`config.mk`:
```
export PLATFORM = sky130hd
export DESIGN_NAME = dest_track
export DESIGN_NICKNAME = d
export VERILOG_FILES = /design/src/rtl/dest_track_pkg.sv /design/src/rtl/dest_track_dest_decode.sv /design/src/rtl/dest_track.sv
export SDC_FILE = /design/constraint.sdc
export NUM_CORES = 1
export LEC_CHECK = 0
export BUFFER_PORTS_ARGS = -buffer_cell sky130_fd_sc_hd__buf_4
export CORE_ASPECT_RATIO = 1.1
export CORE_MARGIN = 2
export CORE_UTILIZATION = 25
export DETAILED_ROUTE_END_ITERATION = 8
export PLACE_DENSITY = 0.63
export SYNTH_ARGS = -nofsm -noshare
export SYNTH_HDL_FRONTEND = slang
export SYNTH_SLANG_ARGS = --single-unit
```
`constraint.sdc`:
```
create_clock -name clk -period 2 [get_ports clk]
set_clock_uncertainty 0.1 [all_clocks]
set_input_delay 0.2 -clock clk [delete_from_list [all_inputs] [get_ports clk]]
set_output_delay 0.2 -clock clk [all_outputs]
set_load 0.01 [all_outputs]
```
`src/rtl/dest_track_pkg.sv`:
```
// Shared definitions for the destination-register tracker: opcode constants,
// the pipeline stage entry and a small helper for counting live writers.
package dest_track_pkg;

  localparam logic [5:0] OP_RTYPE = 6'b000000;
  localparam logic [5:0] OP_JAL   = 6'b000011;
  localparam logic [5:0] OP_BEQ   = 6'b000100;
  localparam logic [5:0] OP_BNE   = 6'b000101;

  // Widest register address a stage entry can carry; the top uses the low REG_AW bits.
  localparam int unsigned WREG_W = 8;

  typedef struct packed {
    logic              valid;
    logic [WREG_W-1:0] wreg;
    logic              reg_write;
    logic              mem_read;
  } stage_t;

  function automatic logic [1:0] writer_cnt(input stage_t s);
    return {1'b0, s.valid & s.reg_write};
  endfunction

endpackage

```
`src/rtl/dest_track_dest_decode.sv`:
```
// Destination-register decode for one instruction: rd for R-type, the link
// register for jal, rt for everything else.
module dest_decode
  import dest_track_pkg::*;
#(
  parameter int REG_AW   = 5,
  parameter int LINK_REG = 31
) (
  input  logic [5:0]        opcode_i,
  input  logic [4:0]        rt_i,
  input  logic [4:0]        rd_i,
  output logic [REG_AW-1:0] wreg_o
);

  always_comb begin
    unique case (opcode_i)
      OP_RTYPE: wreg_o = REG_AW'(rd_i);
      OP_JAL:   wreg_o = REG_AW'(LINK_REG);
      default:  wreg_o = REG_AW'(rt_i);
    endcase
  end

endmodule

```
`src/rtl/dest_track.sv`:
```
// Tracks destination registers through ID/EX, EX/MEM and MEM/WB and raises the
// load-use stall. Define BRANCH_HAZARD_EN to also stall beq/bne on pending writers.
module dest_track
  import dest_track_pkg::*;
#(
  parameter int REG_AW   = 5,
  parameter int LINK_REG = 31
) (
  input  logic              clk,
  input  logic              rst_n,
  input  logic [31:0]       id_instru,
  input  logic              id_valid,
  input  logic              id_reg_write,
  input  logic              id_mem_read,
  input  logic              flush,
  output logic [REG_AW-1:0] ex_mem_wreg,
  output logic              ex_mem_reg_write,
  output logic [REG_AW-1:0] mem_wb_wreg,
  output logic              mem_wb_reg_write,
  output logic              stall,
  output logic [1:0]        inflight
);

  stage_t            id_ex_q, ex_mem_q, mem_wb_q;
  stage_t            id_entry, id_ex_d;
  logic [1:0]        inflight_q, inflight_d;
  logic [REG_AW-1:0] dec_wreg, rs, rt;
  logic              idex_hit, load_use;

  assign rs = REG_AW'(id_instru[25:21]);
  assign rt = REG_AW'(id_instru[20:16]);

  dest_decode #(
    .REG_AW  (REG_AW),
    .LINK_REG(LINK_REG)
  ) u_dest_decode (
    .opcode_i(id_instru[31:26]),
    .rt_i    (id_instru[20:16]),
    .rd_i    (id_instru[15:11]),
    .wreg_o  (dec_wreg)
  );

  assign idex_hit = (id_ex_q.wreg[REG_AW-1:0] == rs) || (id_ex_q.wreg[REG_AW-1:0] == rt);
  assign load_use = id_valid & id_ex_q.mem_read & id_ex_q.reg_write & idex_hit;

`ifdef BRANCH_HAZARD_EN
  logic is_branch, exmem_hit, branch_hazard;

  assign is_branch = (id_instru[31:26] == OP_BEQ) || (id_instru[31:26] == OP_BNE);
  assign exmem_hit = (ex_mem_q.wreg[REG_AW-1:0] == rs) || (ex_mem_q.wreg[REG_AW-1:0] == rt);
  assign branch_hazard = id_valid & is_branch &
                         ((id_ex_q.valid & id_ex_q.reg_write & idex_hit) |
                          (ex_mem_q.mem_read & ex_mem_q.reg_write & exmem_hit));
  assign stall = load_use | branch_hazard;
`else
  assign stall = load_use;
`endif

  always_comb begin
    id_entry           = '0;
    id_entry.valid     = 1'b1;
    id_entry.wreg      = WREG_W'(dec_wreg);
    id_entry.reg_write = id_reg_write & (dec_wreg != '0);
    id_entry.mem_read  = id_mem_read;
    // Flush wins over stall: either way a bubble enters and the killed instruction is dropped.
    id_ex_d    = (stall | flush | ~id_valid) ? '0 : id_entry;
    inflight_d = writer_cnt(id_ex_d) + writer_cnt(id_ex_q) + writer_cnt(ex_mem_q);
  end

  // NOTE: sequential state uses non-blocking assignments so all stages shift from the same pre-edge values.
  always_ff @(posedge clk or negedge rst_n) begin
    if (!rst_n) begin
      id_ex_q    <= '0;
      ex_mem_q   <= '0;
      mem_wb_q   <= '0;
      inflight_q <= '0;
    end else begin
      id_ex_q    <= id_ex_d;
      ex_mem_q   <= id_ex_q;
      mem_wb_q   <= ex_mem_q;
      inflight_q <= inflight_d;
    end
  end

  assign ex_mem_wreg      = ex_mem_q.wreg[REG_AW-1:0];
  assign ex_mem_reg_write = ex_mem_q.reg_write;
  assign mem_wb_wreg      = mem_wb_q.wreg[REG_AW-1:0];
  assign mem_wb_reg_write = mem_wb_q.reg_write;
  assign inflight         = inflight_q;

  // Fields and instruction bits that are carried but not needed on any output.
  logic unused_bits;
  assign unused_bits = ^{id_instru[10:0], id_ex_q, ex_mem_q, mem_wb_q};

endmodule
```
==> impl_results.md <==
- Status: complete, but fails checks
- Failing checks: setup timing
- CTS tree: yes
- Final setup fails: 1
- EDFF count, synth: 0
- Mean number of vias per cell: 4.415
- YS warnings: 0
- Syn_nets: 116
- WHS: 0.04368 ns
- Avg Inst Size Synth: about 13 um2
- Row cnt: 23
- Top-area cell type share of the netlist area: 0.5905
- Worst-case clock buffer depth: 2
- Reg-to-reg startpoint: id_ex_q[5]$_DFF_PN0_
- HP Class: primary input to register
- Unrepaired setup endpoints after global routing: true
- Max-slew headroom: 0.7864
- H-tree Lvls: 1
- FF/Latch Area: 575.6 um2
- CTS buffer count: 3
- Most common cell in the netlist: dfrtp_1
- Seq/Total Area, Yosys: 0.5905
- Largest net degree at the start of global routing: 24
- Commonest cells post-synth: 23 x dfrtp_1, 10 x xor2_1, 5 x buf_4, 5 x nor4_1
- Initial antenna violation count: 0
- Most used routing layer: met2
- CP arrival: 2.13 ns
- CP Capture Type: register
- DRT Wirelength: 2359 um
- GP Congestion: 0.8635
- Horiz. Die Dim: 63.54 um
- Max FO, Critical Path: 5
- Power per standard cell area: 611.3 mW/mm2
- Clock transition at path regs: 0.08 ns
- Main synth FF type: dfrtp_1
- Die H: 69.49 um
- Share of cells above drive strength 1: 0.5159
- Grt met1 use: 0.1282
- Fin crit period: 2.024 ns
- Worst VDD drop: 0.1987 mV
- Crit Path Class: primary input to register
- Vias in the first global route: 834
- Placed wire-length estimate: 1834 um
- Syn Std Cell Area: 974.7 um2
- Top Ports: 53
- Starting Density: 0.2646
- DRT iter0 DRCs: 24
- Slew @ Worst Pin: 0.3180 ns
- Layout Nets: 166
- WL/cell: 13.40 um
- Mapped Cells: 77
- Setup ws final: -0.02378 ns
- Static Leak: 0.0007285 uW
- M2 GR Usage: 0.1836
- Fmax: 0.4941 GHz
- Area of the multi-input gates: 444.2 um2
- Root Driver: clkbuf_8
- Clk_lat worst skew: about 0.26 ns
- Max-cap viol count: 0
- Final Hold Viols: 0
- Fin. max-slew vios: 0
- Clock sink total: 23
- Area of the die: 0.004415 mm2
- Top post-synthesis cells by area: dfrtp_1 59%, xor2_1 9.0%, buf_4 3.9%, nor4_1 3.2%, o221a_1 2.3%
- Layout Cells excl Fill: 176
- Fill cell count: 378
- GRT overflow: 0
- DR pass1 iterations: 3
- Period utilization: 1.012
- Total GRT Usage: 0.1119
- Hold Crit Start: id_mem_read
- Residual DRC: 0
- Area growth syn-to-layout: 55.97%
- CP startpoint kind: primary input
- Worst slack, placed: -0.3610 ns
- Flops & latches, synth: 23
- Global-route wire length before repair: 3788 um
- Port bufs: 41
- Vias post-DR: 777
- Largest area contributor in the netlist: dfrtp_1
- Worst EP required: approximately 2.1 ns
- Global Route met3 Usage: 0.02760
- # diodes: 0
- Count of cell types in the netlist: 25
- Critical Path Start: id_instru[30]
- Antenna Nets Post-Route: 0
- Core area: 0.003684 mm2
- Ys async rst share: 1.000
- Inst Count DP: 171
-- through the flow --
step | instance area (um2) | utilization | setup TNS [ns] | power (uW)
2_1_floorplan | 982.2 | - | -0.07584 | 552.6
3_3_place_gp | 1375 | 0.3733 | -0.3044 | 637.6
3_5_place_dp | 1375 | 0.3733 | -0.5118 | 641.6
4_1_cts | 1454 | 0.3947 | -0.02494 | 926.7
5_1_grt | 1520 | 0.4127 | -0.1348 | 975.8
6_report | 1520 | 0.4127 | -0.02378 | 929.4
-- metal layers --
layer | wire (um) | vias up
met2 | 1114 | 41
met4 | 78 | 0
met1 | 976 | 370
li1 | - | 360
met5 | 0 | -
met3 | 191 | 6
-- cell type report --
class | instances | area share
Sequential cell | 23 | 0.3786
Multi-Input combinational cell | 47 | 0.2922
Timing Repair Buffer | 50 | 0.2535
Tap cell | 50 | 0.04115
Clock buffer | 4 | 0.02963
Inverter | 2 | 0.004938
-- what timing repair did --
action / 4_1_cts / 5_1_grt
endpoints found under the hold margin: 23 / 0
pin swaps: 0 / 8
hold buffers: 1 / 0
gates resized for setup: 3 / 11
setup buffers: 0 / 1
endpoints found under the setup margin: 1 / 2
-- kinds of logic (layout without fill, tap and decap cells) --
logic type                 count (synthesis)  in the layout  synth area share
and+or+nand+nor                           23             23            0.1374
adders and majority gates                  1              1           0.02054
xor gates and xnor gates                  11             11           0.09884
buffers and inverters                      7             56           0.04622
AOI/OAI and AO/OA                         12             12            0.1065
DFF                                       23             23            0.5905
-- flip-flops by register name, indices dropped and copies added (netlist names) --
name,count
id_ex_q,8
ex_mem_wreg,5
mem_wb_wreg,5
inflight,2
ex_mem_q,1
ex_mem_reg_write,1
mem_wb_reg_write,1
-- layout by cell type, fill, tap and decap left out --
master and n:
xor2_2 3, inv_1 2, o311a_1 1, fa_1 1, clkbuf_1 1, nand2b_1 1, nor2_2 1, nor3b_1 2
a221oi_4 1, and2_1 3, or2_4 1, or4_4 1, dfrtp_1 23, a21oi_1 2, nor2b_1 1, nor2_1 3
o22ai_1 1, or2_2 1, xnor2_1 1, a22oi_1 1, o31ai_1 2, clkbuf_8 3, dlygate4sd3_1 1, xor2_1 7
buf_6 2, nand2_1 4, o221a_1 2, nor4_1 2, o311ai_4 1, nor4_4 1, o22a_4 1, nor4_2 2
buf_4 47
-- critical path: stages --
cell	delay [ns]
buf_6	0.09
or4_4	0.57
or2_4	0.26
o22a_4	0.20
o311ai_4	0.29
fa_1	0.45
inv_1	0.07
-- where the power goes --
group	internal [uW]	leakage [uW]	switching, uW
Combinational	84.9	0.000397	72.4
Sequential	484	0.000308	10.8
Clock	142	0.0000228	135
Total	711	0.000728	218
-- worst paths after layout --
| path | to | slack, ns | cells after the start |
|---|---|---|---|
| worst max register to register | inflight[0]$_DFF_PN0_ | 0 | 7 |
| worst min register to register | mem_wb_wreg[2]$_DFF_PN0_ | 0.27 | 0 |
| worst min-delay path | id_ex_q[0]$_DFF_PN0_ | 0.04 | 2 |
| max in group asynchronous | id_ex_q[5]$_DFF_PN0_ | 1.32 | 2 |
| min in group asynchronous | mem_wb_wreg[2]$_DFF_PN0_ | 0.26 | 2 |
| worst max-delay path | inflight[0]$_DFF_PN0_ | -0.02 | 7 |
Note: power is estimated with default switching activity, not from simulation.
